==> config.mk <==
export PLATFORM = sky130hd
export DESIGN_NAME = multi_byte_add_sequencer_flat
export DESIGN_NICKNAME = d
export VERILOG_FILES = /design/src/rtl/multi_byte_add_sequencer_if.sv /design/src/rtl/multi_byte_add_sequencer.sv /design/src/flat_wrapper.sv
export SDC_FILE = /design/constraint.sdc
export NUM_CORES = 1
export LEC_CHECK = 0
export ABC_AREA = 1
export ABC_CLOCK_PERIOD_IN_PS = 2250
export BUFFER_PORTS_ARGS = -buffer_cell sky130_fd_sc_hd__buf_2
export CAP_MARGIN = 20
export CORE_UTILIZATION = 45
export DETAILED_ROUTE_END_ITERATION = 12
export PLACE_DENSITY = 0.71
export SYNTH_ARGS = -nofsm -noshare
export SYNTH_HDL_FRONTEND = slang
export SYNTH_SLANG_ARGS = --single-unit
==> constraint.sdc <==
create_clock -name clk -period 2.25 [get_ports clk]
set_input_delay 0.1125 -clock clk [delete_from_list [all_inputs] [get_ports clk]]
set_output_delay 0.1125 -clock clk [all_outputs]
set_load 0.005 [all_outputs]
==> src/rtl/multi_byte_add_sequencer_if.sv <==
// Bundles the request, byte-adder and result handshakes of the multi-byte add sequencer.
// The sequencer takes the slave view; whoever feeds it and models the adder takes the master view.
interface multi_byte_add_sequencer_if #(
   parameter int NUM_BYTES = 4
);
   localparam int WIDTH = 8 * NUM_BYTES;

   logic             in_valid;
   logic             in_ready;
   logic [WIDTH-1:0] in_a;
   logic [WIDTH-1:0] in_b;
   logic             in_cin;

   logic [7:0]       add_a;
   logic [7:0]       add_b;
   logic             add_cin;
   logic             add_valid;
   logic [7:0]       add_sum;
   logic             add_cout;

   logic             out_valid;
   logic             out_ready;
   logic [WIDTH-1:0] out_sum;
   logic             out_cout;

   modport slave (
      input  in_valid, in_a, in_b, in_cin, add_sum, add_cout, out_ready,
      output in_ready, add_a, add_b, add_cin, add_valid, out_valid, out_sum, out_cout
   );

   modport master (
      output in_valid, in_a, in_b, in_cin, add_sum, add_cout, out_ready,
      input  in_ready, add_a, add_b, add_cin, add_valid, out_valid, out_sum, out_cout
   );
endinterface

==> src/rtl/multi_byte_add_sequencer.sv <==
// Splits one wide add into LSB-first byte operations on a fixed-latency 8-bit adder,
// chaining carries between bytes and presenting the assembled result on a valid/ready output.
module multi_byte_add_sequencer #(
   parameter int NUM_BYTES   = 4,
   parameter int ADD_LATENCY = 3
) (
   input logic                          clk,
   input logic                          reset,
   multi_byte_add_sequencer_if.slave    bus
);
   localparam int IDX_W  = (NUM_BYTES > 1) ? $clog2(NUM_BYTES) : 1;
   localparam int WAIT_W = $clog2(ADD_LATENCY + 1);

   typedef enum logic [1:0] {IDLE, ISSUE, DONE} state_e;

   state_e                      state_q, state_d;
   logic [NUM_BYTES-1:0][7:0]   aReg_q, aReg_d;
   logic [NUM_BYTES-1:0][7:0]   bReg_q, bReg_d;
   logic [NUM_BYTES-1:0][7:0]   sum_q, sum_d;
   logic                        carry_q, carry_d;
   logic                        cout_q, cout_d;
   logic [IDX_W-1:0]            idx_q, idx_d;
   logic [WAIT_W-1:0]           wait_q, wait_d;
   logic                        sampleNow;
   logic                        lastByte;

   assign sampleNow = (state_q == ISSUE) && (wait_q == WAIT_W'(ADD_LATENCY));
   assign lastByte  = (idx_q == IDX_W'(NUM_BYTES - 1));

   always_ff @(posedge clk) begin
      if (reset) begin
         state_q <= IDLE;
         aReg_q  <= '0;
         bReg_q  <= '0;
         sum_q   <= '0;
         carry_q <= 1'b0;
         cout_q  <= 1'b0;
         idx_q   <= '0;
         wait_q  <= '0;
      end else begin
         state_q <= state_d;
         aReg_q  <= aReg_d;
         bReg_q  <= bReg_d;
         sum_q   <= sum_d;
         carry_q <= carry_d;
         cout_q  <= cout_d;
         idx_q   <= idx_d;
         wait_q  <= wait_d;
      end
   end

   // The adder result is only trusted on the cycle the wait counter reaches the pipe depth.
   always_comb begin
      state_d = state_q;
      aReg_d  = aReg_q;
      bReg_d  = bReg_q;
      sum_d   = sum_q;
      carry_d = carry_q;
      cout_d  = cout_q;
      idx_d   = idx_q;
      wait_d  = wait_q;
      case (state_q)
         IDLE: begin
            if (bus.in_valid) begin
               aReg_d  = bus.in_a;
               bReg_d  = bus.in_b;
               carry_d = bus.in_cin;
               idx_d   = '0;
               wait_d  = '0;
               state_d = ISSUE;
            end
         end
         ISSUE: begin
            if (sampleNow) begin
               sum_d[idx_q] = bus.add_sum;
               carry_d      = bus.add_cout;
               wait_d       = '0;
               if (lastByte) begin
                  cout_d  = bus.add_cout;
                  state_d = DONE;
               end else begin
                  idx_d = idx_q + IDX_W'(1);
               end
            end else begin
               wait_d = wait_q + WAIT_W'(1);
            end
         end
         DONE: begin
            if (bus.out_ready) begin
               state_d = IDLE;
            end
         end
         default: state_d = IDLE;
      endcase
   end

   // Byte operands come straight from the captured request, so they stay put for the whole wait.
   always_comb begin
      bus.in_ready  = (state_q == IDLE) && !reset;
      bus.add_a     = 8'h00;
      bus.add_b     = 8'h00;
      bus.add_cin   = 1'b0;
      bus.add_valid = 1'b0;
      bus.out_valid = (state_q == DONE);
      bus.out_sum   = sum_q;
      bus.out_cout  = cout_q;
      if (state_q == ISSUE) begin
         bus.add_a     = aReg_q[idx_q];
         bus.add_b     = bReg_q[idx_q];
         bus.add_cin   = carry_q;
         bus.add_valid = 1'b1;
      end
   end
endmodule

==> src/flat_wrapper.sv <==
// flat-port wrapper written by rule: the top's interface ports become plain ports
module multi_byte_add_sequencer_flat 
#(
   parameter int NUM_BYTES   = 4,
   parameter int ADD_LATENCY = 3
)
  (clk, reset, bus_in_valid, bus_in_a, bus_in_b, bus_in_cin, bus_add_sum, bus_add_cout, bus_out_ready, bus_in_ready, bus_add_a, bus_add_b, bus_add_cin, bus_add_valid, bus_out_valid, bus_out_sum, bus_out_cout);
  multi_byte_add_sequencer_if #(.NUM_BYTES(NUM_BYTES)) bus_i ();
  input logic clk;
  input logic reset;
  input wire logic [$bits(bus_i.in_valid)-1:0] bus_in_valid;
  input wire logic [$bits(bus_i.in_a)-1:0] bus_in_a;
  input wire logic [$bits(bus_i.in_b)-1:0] bus_in_b;
  input wire logic [$bits(bus_i.in_cin)-1:0] bus_in_cin;
  input wire logic [$bits(bus_i.add_sum)-1:0] bus_add_sum;
  input wire logic [$bits(bus_i.add_cout)-1:0] bus_add_cout;
  input wire logic [$bits(bus_i.out_ready)-1:0] bus_out_ready;
  output wire logic [$bits(bus_i.in_ready)-1:0] bus_in_ready;
  output wire logic [$bits(bus_i.add_a)-1:0] bus_add_a;
  output wire logic [$bits(bus_i.add_b)-1:0] bus_add_b;
  output wire logic [$bits(bus_i.add_cin)-1:0] bus_add_cin;
  output wire logic [$bits(bus_i.add_valid)-1:0] bus_add_valid;
  output wire logic [$bits(bus_i.out_valid)-1:0] bus_out_valid;
  output wire logic [$bits(bus_i.out_sum)-1:0] bus_out_sum;
  output wire logic [$bits(bus_i.out_cout)-1:0] bus_out_cout;
  assign bus_i.in_valid = bus_in_valid;
  assign bus_i.in_a = bus_in_a;
  assign bus_i.in_b = bus_in_b;
  assign bus_i.in_cin = bus_in_cin;
  assign bus_i.add_sum = bus_add_sum;
  assign bus_i.add_cout = bus_add_cout;
  assign bus_i.out_ready = bus_out_ready;
  assign bus_in_ready = bus_i.in_ready;
  assign bus_add_a = bus_i.add_a;
  assign bus_add_b = bus_i.add_b;
  assign bus_add_cin = bus_i.add_cin;
  assign bus_add_valid = bus_i.add_valid;
  assign bus_out_valid = bus_i.out_valid;
  assign bus_out_sum = bus_i.out_sum;
  assign bus_out_cout = bus_i.out_cout;
  multi_byte_add_sequencer #(.NUM_BYTES(NUM_BYTES), .ADD_LATENCY(ADD_LATENCY)) u_core (.clk(clk), .reset(reset), .bus(bus_i));
endmodule
Word-level counts from Yosys, hierarchy flattened
Index checks and enable logic that the tools add are counted.
{"block": "word_totals", "ff_bits": 104, "latch_bits": 0, "mem_bits_rw": 0, "romBits": 0, "inputBits": 78, "out_inout_bits": 53, "word_cells": 68, "mem_count": 0}
{"block": "classes", "n_addsub": 2, "mul": 0, "n_div": 0, "magnitude_cmp": 2, "n_eq_ne": 9, "shift": 0, "muxes": 25, "n_bitwise": 0, "reduce_logical": 13}
{"op": "$mux 8", "n": 5}
{"op": "$bmux 8 s2", "n": 2}
{"op": "$bwmux 32", "n": 1}
{"op": "$demux 8 s2", "n": 1}
{"op": "$mux 2", "n": 8}
{"op": "$pmux 2 s2", "n": 2}
{"op": "$reduce_and 4->1", "n": 2}
{"op": "$eq 2x2->1 const B", "n": 3}
{"op": "$ne 2x2->1 const B", "n": 3}
{"op": "$pmux 2 s3", "n": 1}
{"op": "$reduce_and 2->1", "n": 3}
{"op": "$reduce_and 3->1", "n": 2}
{"op": "$add 2x1->2 const B", "n": 2}
{"op": "$mux 1", "n": 4}
{"op": "$ne 2x1->1 const B", "n": 2}
{"op": "$logic_and 1x1->1", "n": 3}
{"op": "$lt 2x3->1 const B", "n": 1}
{"op": "$eq 2x1->1 const B", "n": 1}
{"op": "$ge 2x1->1 const B", "n": 1}
{"op": "$logic_not 2->1", "n": 1}
{"op": "$pmux 1 s2", "n": 1}
{"op": "$reduce_bool 2->1", "n": 1}
{"op": "$logic_not 1->1", "n": 1}

Logic depth before layout (Yosys ltp)
Gate-level depths: netlist (run 1).
{"block": "logic_depth", "depth_word": 5, "depth_mapped": 8, "depth_no_buf": 6}

Worst setup path before layout (run 1)
No wires, ideal clock.
{"block": "synth_path", "path_type": "reg-to-reg", "start": "register u_core.idx_q[0]", "end": "register u_core.sum_q, in the netlist u_core.bus.out_sum[1]", "t_arrival_ns": 1.491, "t_required_ns": 2.118, "path_slack_ns": 0.627, "stages_incl_launch_ff": 9, "path_buffers": 3, "period_less_slack_ns": 1.623, "cell_sequence": "dfxtp_1 > buf_2 > inv_1 > buf_2 > ha_1 > clkbuf_1 > nand2_1 > nand2_1 > a21oi_1"}
{"block": "synth_via", "elab_chain_len": 5, "word_cells_on_any_way": 6, "cone_classes": "order compare (2); mux (3); reduce/logical (1)"}
{"item": "start: declaration", "line_no": "multi_byte_add_sequencer.sv:22", "rtl": "logic [IDX_W-1:0] idx_q, idx_d;"}
{"item": "start signal: assignment", "line_no": "multi_byte_add_sequencer.sv:47", "rtl": "idx_q <= idx_d;"}
{"item": "$lt 2x3->1 (implied by the code) / $ge 2x1->1 (equally long branches)", "line_no": "multi_byte_add_sequencer.sv:75", "rtl": "sum_d[idx_q] = bus.add_sum;"}
{"item": "$logic_and 1x1->1 (implied by the code)", "line_no": "multi_byte_add_sequencer.sv:75"}
{"item": "$mux 8 (implied by the code)", "line_no": "multi_byte_add_sequencer.sv:75"}
{"item": "$demux 8 s2 (*)"}
{"item": "$bwmux 32 (*)", "line_no": "multi_byte_add_sequencer.sv:75"}
{"item": "end signal: assignment", "line_no": "multi_byte_add_sequencer.sv:44", "rtl": "sum_q <= sum_d;"}
{"item": "end: declaration", "line_no": "multi_byte_add_sequencer.sv:19", "rtl": "logic [NUM_BYTES-1:0][7:0] sum_q, sum_d;"}
Mark *: on every way between the ends. The rest lies on a longest branch, timed or not.
A chain may end at the register's enable or synchronous reset.

Worst setup path after layout (run 1)
{"block": "layout_path", "start": "register u_core.idx_q[0]", "end": "output bus_add_a[6]"}
{"block": "layout_via", "elab_chain_len": 3}
{"item": "$bmux 8 s2", "line_no": "multi_byte_add_sequencer.sv:108", "rtl": "bus.add_a = aReg_q[idx_q];"}
{"item": "$mux 8 (implied by the code)", "line_no": "multi_byte_add_sequencer.sv:108"}
{"item": "$mux 8", "line_no": "multi_byte_add_sequencer.sv:107", "rtl": "if (state_q == ISSUE) begin"}
{"item": "end: declaration", "line_no": "flat_wrapper.sv:19", "rtl": "output wire logic [$bits(bus_i.add_a)-1:0] bus_add_a;"}
Every way passes these cells. The select of a mux whose other input is x is not followed.

==> summary.txt, run 1 <==
status - finished, final reports clean
clk_lat worst skew - 0.36 ns
WL per Instance - 13.1 um
Seq/Total Area, Yosys - 47.4%
Die ar. - 10100 sq um
Post-CTS Setup Bufs - 0
cts hold-fix bufs - 21
WL final - 11300 um
Residual DRC - 0
width of the die - 101 um
share of post-route cells with drive strength above 1 - 21.5%
DR pass1 iterations - 4
Yosys reg bits - 104
Pleak - 2.35 nW
num rows - 35
Sink Count - 104
post-synth top area share - 47.4%
Tightest Hold Check Type - input port to register
TNS Setup - 0 ns
TritonCTS Buffers - 9
kind of critical path - register to output pin
Die Y - 101 um
CTS max path bufs - 2
Ports - 131
crit path max fanout - 22
cell count of the worst reg-to-reg path - 6
post-synth top area cell - dfxtp_1
synth warn - 0
placed wire-length estimate - 7690 um
Area contributors post-synth - dfxtp_1 (47%), nor2_1 (17%), o21ai_0 (9.8%), a21oi_1 (6.4%), nand3_1 (4.2%)
Slew @ Worst Pin - 0.540 ns
area of the multi-input gates - 2010 sq um
GRT Overall Usage - 22.6%
Arrival @ worst endpoint - 1.80 ns
antenna violations before repair - 0
Fmax achieved - 0.522 GHz
final core utilization - 57.8%
CTS tree - built
# diodes - 0
Worst EP required - 2.14 ns
antenna viol nets, final - 0
Syn Nets - 689
DRT met1 WL - 5150 um
vias in the first global route - 3886
register area - 2080 sq um
commonest cells after routing, fill and taps aside - nor2_1 (199), buf_2 (130), dfxtp_1 (104)
final setup vio count - 0
core box area - 9330 sq um
crit share post-route - 85.1%
filler cell count - 899
Clock Root Buffer - clkbuf_8
Hold Path Depth - 3
RSZ-0062 raised after global routing - false
initial DRC count - 153
commonest non-fill, non-tap cell in the layout - nor2_1
Syn Area/Cell - 7.24 sq um
Slew Limit Headroom - 64.0%
Avg Vias per Cell - 4.95
first-pass GRT wire length - 18000 um
Final Hold Viols - 0
Post-CTS Resized - 0
port bufs - 130
Gate Count Post-Synth - 606
met3 wire len - 521 um
vias - 4289
CP endpoint kind - output pin
Top Metal Used - met4
Initial Util - 47.0%
worst vdd ir - 347 uV
Final Skew - 0.00905 ns
Final #Nets - 816
Slew Viols, Final - 0
Power per Cell Area - 649 nW/um^2
Reg clk slew, reported paths - 0.09 ns
gpl congestion - 0.807
H-tree levels - 3
Critical Path Start Type - register
mapped cell area - 4390 sq um
largest net degree at the start of global routing - 68
metal2 WL - 5530 um
layout overhead on the synthesized area - 22.9%
min cycle time layout - 1.91 ns
grt total ovfl - 0
max cap viols - 0
synth unique cells - 21
Yosys cell counts:
library cell / n
nor2_1: 199
buf_1: 1
nand2_2: 1
nand2_1: 48
nand4_1: 1
o21ai_0: 86
ha_1: 5
buf_6: 9
buf_2: 15
nand3_1: 37
a21oi_1: 56
nand2_4: 1
clkbuf_2: 2
dfxtp_1: 104
o21ai_1: 12
inv_1: 7
nand3_4: 1
inv_2: 4
buf_4: 2
clkbuf_1: 14
nor2_8: 1
per-layer routing:
layer | up-vias | GRT usage [%]
met5 | - | 0
met4 | 0 | 9.03
met3 | 12 | 2.98
met2 | 120 | 38.2
met1 | 1930 | 29.3
li1 | 2227 | -
sequential cells by signal, summed over array words and instances, names as in the netlist:
| signal | count |
|---|---|
| u_core.idx_q | 2 |
| u_core.wait_q | 2 |
| u_core.carry_q | 1 |
| u_core.bus.out_sum | 32 |
| u_core.bReg_q | 32 |
| u_core.bus.out_cout | 1 |
| u_core.state_q | 2 |
| u_core.aReg_q | 32 |
power by group:
part | total (mW) | leakage (nW) | switching, mW | internal (mW)
registers | 2.00 | 0.853 | 0.0557 | 1.95
logic | 0.472 | 1.41 | 0.271 | 0.201
clock network | 1.02 | 0.0834 | 0.593 | 0.431
through the flow:
stage	hold WS (ns)	power (mW)	instances	area [sq um]	setup slack (ns)
floorplan	0.259	2.34	606	4390	0.627
global placement	0.353	2.47	830	5010	0.609
detailed placement	0.364	2.49	830	5010	0.530
CTS	0.000464	3.53	867	5390	0.301
global route	0.00776	3.67	867	5390	0.221
finish	0.0123	3.50	867	5390	0.336
area by class of cell:
type,instances,area share (%)
flip-flops and latches,104,38.6
multi-input cells,448,37.2
repair buffers,159,17.3
well taps,129,2.99
clock buffers,13,2.76
inverters,11,0.766
clock inverters,3,0.325
path summary, 6_finish.rpt:
path                                                           from                                   to  slack (ns)
worst min-delay path                                   bus_in_a[16]       u_core.aReg_q[16]$_SDFFE_PP0P_        0.01
worst max-delay path                   u_core.idx_q[0]$_SDFFE_PP0P_                         bus_add_a[6]        0.34
worst min register to register  u_core.bus.out_sum[11]$_SDFFE_PP0P_  u_core.bus.out_sum[11]$_SDFFE_PP0P_        0.46
worst max register to register       u_core.state_q[0]$_SDFFE_PP0P_       u_core.bReg_q[23]$_SDFFE_PP0P_        0.52
critical path, stage by stage (launching register included):
cell and delay (ns):
dfxtp_1 0.32, inv_1 0.33, buf_4 0.32, o21ai_0 0.12, a21oi_1 0.21, buf_2 0.15
kinds of logic after synthesis:
family,count (synthesis),synth area share (%)
AND/OR/NAND/NOR,289,26.7
buffers and inverters,54,6.81
adder cells (fa/ha/maj),5,1.43
AO/OA/AOI/OAI,154,17.6
flip-flops,104,47.4
Power figures use the tool's default switching activity.
==> run 2, diff against run 1 <==
--- a/config.mk
+++ b/config.mk
@@ -5,7 +5,7 @@
 export SDC_FILE = /design/constraint.sdc
 export NUM_CORES = 1
 export LEC_CHECK = 0
-export ABC_AREA = 1
+export ABC_AREA = 0
 export ABC_CLOCK_PERIOD_IN_PS = 2250
 export BUFFER_PORTS_ARGS = -buffer_cell sky130_fd_sc_hd__buf_2
 export CAP_MARGIN = 20
==> run 2 against run 1 <==
Compared with the run above: via count fell by 3.5%; fmax fell by 5.6%; synthesized cell count fell by 16%; highest routed layer unchanged; flip-flop and latch count did not move; design area rose by 8.9%; largest cell class unchanged; routed wire length fell by 2.0%.
==> summary.txt, run 2 <==
Residual DRC - 0 (unchanged)
Final Cell Area - 5870 sq um (+8.9%)
Die Y - 99.6 um (-1.1%)
met3 wire len - 610 um (+17%)
Buf/Inv on CP - 3 (unchanged)
Final Hold Viols - 0 (unchanged)
TritonCTS Buffers - 9 (unchanged)
core box area - 9240 sq um (-0.94%)
final core utilization - 63.5% (+5.7 points)
largest net degree at the start of global routing - 52 (-24%)
Syn Area/Cell - 8.41 sq um (+16%)
crit share post-route - 90.1% (+5.1 points)
Worst path top cell family by delay - buffers and inverters
top-count cell post-synth - nand2_1
CP max stage cell - dfxtp_1
dpl cell area - 4990 sq um (-0.55%)
Syn Nets - 593 (-14%)
Gate Count Post-Synth - 510 (-16%)
DRT met1 WL - 4800 um (-6.9%)
synth warn - 0 (unchanged)
max cap viols - 0 (unchanged)
Worst EP required - 2.14 ns (about the same)
worst vdd ir - 366 uV (+5.7%)
grt total ovfl - 0 (unchanged)
post-synth top area share - 48.6% (+1.1 points)
post-synth top area cell - dfxtp_1
Power Total - 3.59 mW (+2.4%)
kind of critical path - register to output pin
Slew @ Worst Pin - 0.540 ns (-0.000260 ns)
Arrival @ worst endpoint - 1.92 ns (+0.12 ns)
Pleak - 2.44 nW (+3.7%)
Sink Count - 104 (unchanged)
layout overhead on the synthesized area - 37.0%
RSZ-0062 raised after global routing - false
CTS max path bufs - 2 (unchanged)
register area - 2080 sq um (unchanged)
Reg clk slew, reported paths - 0.10 ns (about the same)
clk_lat worst skew - 0.37 ns (about the same)
vias - 4137 (-3.5%)
filler cell count - 787 (-12%)
antenna violations before repair - 0 (unchanged)
Clock Root Buffer - clkbuf_8
Tightest Hold Check Type - input port to register
Seq/Total Area, Yosys - 48.6% (+1.1 points)
GRT Overall Usage - 23.4% (+0.83 points)
Final #Nets - 772 (-5.4%)
pre-CTS setup slack - 0.476 ns (-0.0544 ns)
min cycle time layout - 2.03 ns (+0.114 ns)
H-tree levels - 3 (unchanged)
first-pass GRT wire length - 18400 um (+2.1%)
area of the multi-input gates - 1990 sq um (-0.75%)
Critical Path Start Type - register
metal2 WL - 5500 um (-0.43%)
share of post-route cells with drive strength above 1 - 25.2% (+3.7 points)
Ports - 131 (unchanged)
crit path max fanout - 19 (-14%)
CP endpoint kind - output pin
gpl congestion - 0.763 (-5.5%)
list of most frequent post-synthesis cells - nand2_1 (195), dfxtp_1 (104), a21oi_1 (102)
Yosys reg bits - 104 (unchanged)
status - finished, final reports clean
TNS Setup - 0 ns (unchanged)
initial DRC count - 143 (-6.5%)
antenna viol nets, final - 0 (unchanged)
Area contributors post-synth - dfxtp_1 (49%), nand2_1 (17%), a21oi_1 (12%), mux4_2 (8.4%), and2_1 (2.5%)
Power per Cell Area - 611 nW/um^2 (-5.9%)
CP cell instances - buf_4, nand2b_1, clkinvlp_4, and2_1, buf_2
Avg Vias per Cell - 5.03 (+1.6%)
Synth async-reset ratio - 0% (unchanged)
port bufs - 130 (unchanged)
synth unique cells - 25 (+19%)
width of the die - 99.6 um (-1.1%)
vias in the first global route - 3996 (+2.8%)
max incr delay on CP - 0.36 ns (+0.03 ns)
CTS tree - built
Fmax achieved - 0.493 GHz (-5.6%)
WL final - 11100 um (-2.0%)
Post-CTS Setup Bufs - 0 (unchanged)
ys flop type - dfxtp_1
num rows - 35 (unchanged)
placed wire-length estimate - 7100 um (-7.6%)
WL per Instance - 13.5 um (+3.3%)
worst setup margin - 0.222 ns (-0.114 ns)
Top Metal Used - met4
Initial Util - 46.4% (-0.65 points)
final setup vio count - 0 (unchanged)
commonest cells after routing, fill and taps aside - nand2_1 (195), buf_2 (129), dfxtp_1 (104)
mapped cell area - 4290 sq um (-2.3%)
DR pass1 iterations - 5 (+1)
number of synthesized flops with an enable pin - 0 (unchanged)
Slew Viols, Final - 0 (unchanged)
Final Skew - 0.0111 ns (+0.00208 ns)
commonest non-fill, non-tap cell in the layout - nand2_1
Die ar. - 9920 sq um (-2.3%)
# diodes - 0 (unchanged)
Slew Limit Headroom - 63.8% (-0.17 points)
run 2: cell types whose count changed in the layout (fill, tap and decap cells not counted), moves of 32 or more:
cell / change
nand3_1: -32
nor2_1: -199
dlygate4sd3_1: +46
o21ai_0: -85
a21oi_1: +46
nand2_1: +147
run 2: final timing paths:
| path | slack [ns] | startpoint | endpoint | cells past startpoint |
|---|---|---|---|---|
| worst max-delay path | 0.22 | u_core.state_q[1]$_SDFFE_PP0P_ | bus_add_cin | 5 |
| worst min-delay path | 0.02 | bus_add_sum[2] | u_core.bus.out_sum[2]$_SDFFE_PP0P_ | 3 |
| worst max register to register | 0.45 | u_core.state_q[0]$_SDFFE_PP0P_ | u_core.idx_q[1]$_SDFFE_PP0P_ | 4 |
| worst min register to register | 0.46 | u_core.bus.out_sum[30]$_SDFFE_PP0P_ | u_core.bus.out_sum[30]$_SDFFE_PP0P_ | 2 |
run 2: cell type report:
cell class / count / share of cell area (%)
Clock buffer: 9 / 2.11
Clock inverter: 7 / 1.45
Inverter: 3 / 0.256
Multi-Input combinational cell: 364 / 33.9
Sequential cell: 104 / 35.5
Tap cell: 129 / 2.75
Timing Repair Buffer: 207 / 24.0
run 2: kinds of logic (layout without fill, tap and decap cells):
kind of cell               Yosys count  in the layout  synth area share [%]
muxes                               16             16                  8.41
DFF                                104            104                  48.6
adders and majority gates            5              5                  1.46
buffers and inverters               42            226                  5.11
and+or+nand+nor                    239            239                  24.3
AOI/OAI and AO/OA                  104            104                  12.2
run 2: routing by layer:
layer  vias to the layer above  global-route usage [%]
li1                       2048                       -
met1                      1923                    28.8
met2                       145                    41.1
met3                        21                    3.94
met4                         0                    9.05
met5                         -                       0
run 2: worst min-delay path, delay by kind of cell:
family	cells	cell delay, ns
AO/OA/AOI/OAI	1	0.05
AND/OR/NAND/NOR	1	0.05
buffers and inverters	1	0.13
run 2: power breakdown:
group          internal (mW)  switching, mW  leakage (nW)
Sequential              1.91         0.0394         0.848
Combinational          0.217          0.192          1.48
Clock                  0.539          0.688         0.107
run 2: timing repair:
item                                    4_1_cts  5_1_grt
hold endpoints to repair                     68        0
hold buffers                                 67        0
endpoints found under the setup margin        0       17
resized for setup                             0        1
run 2: per-stage QoR:
| step | instances | hold WS, ns |
|---|---|---|
| after floorplan | 510 | 0.248 |
| after global placement | 740 | 0.353 |
| after detailed placement | 740 | 0.359 |
| after CTS | 823 | 0.00173 |
| after global routing | 823 | 0.0106 |
| final | 823 | 0.0166 |
==> run 3, diff against run 2 <==
--- a/config.mk
+++ b/config.mk
@@ -9,9 +9,9 @@
 export ABC_CLOCK_PERIOD_IN_PS = 2250
 export BUFFER_PORTS_ARGS = -buffer_cell sky130_fd_sc_hd__buf_2
 export CAP_MARGIN = 20
-export CORE_UTILIZATION = 45
+export CORE_UTILIZATION = 50
 export DETAILED_ROUTE_END_ITERATION = 12
-export PLACE_DENSITY = 0.71
+export PLACE_DENSITY = 0.78
 export SYNTH_ARGS = -nofsm -noshare
 export SYNTH_HDL_FRONTEND = slang
 export SYNTH_SLANG_ARGS = --single-unit
==> run 3 against run 2 <==
Compared with the run above: critical path depth is 1 lower; clock power down 12%; flip-flop and latch count unchanged; routed wire length is 0.63% lower; first-iteration DRC count increased by 55%; core utilization rose by 7.1 points; power shrank 4.1%; critical path type unchanged; die area fell by 9.8%; combinational power grew 2%; non-clock buffer count unchanged; sequential power hardly changed; design area fell by 0.68%.
==> summary.txt, run 3 (synthesis results as in run 2) <==
status - finished, final reports clean
CP cell instances - nand2b_1, clkinvlp_4, and2_1, buf_2
Critical Path Start Type - register
clk_lat worst skew - 0.37 ns (about the same)
P_int - 2.55 mW (-4.5%)
core box area - 8260 sq um (-11%)
Buf/Inv on CP - 2 (-1)
Hold WS - 0.0249 ns (+0.00834 ns)
width of the die - 94.6 um (-5.0%)
max incr delay on CP - 0.60 ns (+0.24 ns)
final setup vio count - 0 (unchanged)
crit share post-route - 92.6% (+2.5 points)
Die ar. - 8950 sq um (-9.8%)
met2 Usage GRT - 42.7% (+1.6 points)
Seq pwr share - 56.7% (+2.3 points)
Pleak - 2.42 nW (-0.59%)
first-pass GRT wire length - 17600 um (-4.2%)
layout overhead on the synthesized area - 36.0%
met1 Use GR - 31.3% (+2.5 points)
worst setup margin - 0.166 ns (-0.0560 ns)
Ports - 131 (unchanged)
Post-CTS Setup Bufs - 0 (unchanged)
Worst EP required - 2.14 ns (about the same)
Final #Nets - 772 (unchanged)
Sink Count - 104 (unchanged)
TNS Setup - 0 ns (unchanged)
grt total ovfl - 0 (unchanged)
placed wire-length estimate - 6940 um (-2.3%)
antenna violations before repair - 0 (unchanged)
min cycle time layout - 2.08 ns (+0.0560 ns)
Avg Vias per Cell - 5.23 (+4.1%)
largest net degree at the start of global routing - 66 (+27%)
kind of critical path - register to output pin
TritonCTS Buffers - 9 (unchanged)
Worst path top cell family by delay - flip-flops
Logic pwr share - 12.1% (+0.7 points)
filler cell count - 654 (-17%)
WL final - 11000 um (-0.63%)
pre-CTS setup slack - 0.458 ns (-0.0174 ns)
CP max stage cell - dfxtp_1
final core utilization - 70.6% (+7.1 points)
WL per Instance - 13.8 um (+2.4%)
Slew Limit Headroom - 56.1% (-7.7 points)
gpl congestion - 0.800 (+4.9%)
Final Cell Area - 5830 sq um (-0.68%)
port bufs - 130 (unchanged)
dpl cell area - 4950 sq um (-0.80%)
Final Skew - 0.0121 ns (+0.000985 ns)
Slew Viols, Final - 0 (unchanged)
Power per Cell Area - 590 nW/um^2 (-3.4%)
Clk pwr share - 31.2% (-3.0 points)
CP endpoint kind - output pin
CTS max path bufs - 2 (unchanged)
commonest cells after routing, fill and taps aside - nand2_1 (195), buf_2 (129), dfxtp_1 (104)
max cap viols - 0 (unchanged)
initial DRC count - 221 (+55%)
Switch Pwr - 893 uW (-2.9%)
Initial Util - 51.9% (+5.5 points)
Reg clk slew, reported paths - 0.09 ns (about the same)
worst vdd ir - 348 uV (-5.0%)
met3 GRT Util - 3.95% (+0.0099 points)
RSZ-0062 raised after global routing - false
Tightest Hold Check Type - input port to register
Final Hold Viols - 0 (unchanged)
CP Launch Point - u_core.state_q[1]$_SDFFE_PP0P_
vias in the first global route - 3921 (-1.9%)
DR pass1 iterations - 5 (unchanged)
Slew @ Worst Pin - 0.658 ns (+0.118 ns)
share of post-route cells with drive strength above 1 - 24.8% (-0.43 points)
num rows - 33 (-5.7%)
commonest non-fill, non-tap cell in the layout - nand2_1
crit path max fanout - 19 (unchanged)
Switching Share - 26.0% (+0.31 points)
Residual DRC - 0 (unchanged)
GRT Overall Usage - 25.4% (+1.9 points)
Fmax achieved - 0.480 GHz (-2.7%)
Hold Path Origin - bus_add_sum[3]
Arrival @ worst endpoint - 1.97 ns (+0.05 ns)
Die Y - 94.6 um (-5.0%)
reg2reg start - u_core.idx_q[1]$_SDFFE_PP0P_
Clock Root Buffer - clkbuf_8
H-tree levels - 3 (unchanged)
CTS tree - built
# diodes - 0 (unchanged)
antenna viol nets, final - 0 (unchanged)
vias - 4180 (+1.0%)
Most Crowded Layer GR - met2
==> run 3: cell count changes in the layout (fill, tap and decap cells not counted) <==
cell / change
buf_12: +1
buf_4: -4
bufinv_16: -1
clkinv_2: +2
clkinv_4: -1
clkinvlp_4: +1
dlygate4sd3_1: +3
inv_6: -1
==> run 3: worst paths after layout <==
kind | endpoint | cells after the start | slack (ns)
max | bus_add_cin | 4 | 0.17
min | u_core.bus.out_sum[11]$_SDFFE_PP0P_ | 3 | 0.02
max reg2reg | u_core.bus.out_sum[30]$_SDFFE_PP0P_ | 4 | 0.43
min reg2reg | u_core.bReg_q[23]$_SDFFE_PP0P_ | 2 | 0.46
==> run 3: repair_timing <==
action | CTS | global route
hold buffers | 70 | 0
endpoints found under the setup margin | 0 | 14
hold endpoints to repair | 77 | 0
gates resized for setup | 0 | 1
==> run 3: cell type report <==
cell class                      instances  area [sq um]  share of cell area (%)
Clock buffer                            9           124                    2.12
Tap cell                              105           131                    2.25
Clock inverter                          7          55.1                   0.944
Multi-Input combinational cell        364          1990                    34.2
Sequential cell                       104          2080                    35.7
Timing Repair Buffer                  207          1430                    24.5
Inverter                                3          15.0                   0.258
==> run 3: tightest hold or removal path: cells and delay by family <==
kind | cells | cell delay, ns
compound gates | 1 | 0.05
simple gates | 1 | 0.05
buf+inv | 1 | 0.12
==> run 3: routing by layer <==
layer  part of all wire (%)  routed length, um  up-vias
met3                    5.3                581       32
met4                    3.0                334        0
li1                       -                  -     2046
met5                      0                  0        -
met1                     43               4700     1961
met2                     49               5430      141
==> run 3: power groups by stage <==
stage / clock network [mW] / logic, mW / registers (mW)
detailed placement: 0 / 0.313 / 1.99
CTS: 1.11 / 0.406 / 1.95
global placement: 0 / 0.305 / 1.99
floorplan: 0 / 0.198 / 1.98
global route: 1.16 / 0.457 / 1.96
finish: 1.08 / 0.416 / 1.95
==> run 3: through the flow <==
stage          std cells  power, mW
2_1_floorplan        510       2.17
3_3_place_gp         713       2.29
3_5_place_dp         713       2.30
4_1_cts              799       3.46
5_1_grt              799       3.58
6_report             799       3.44
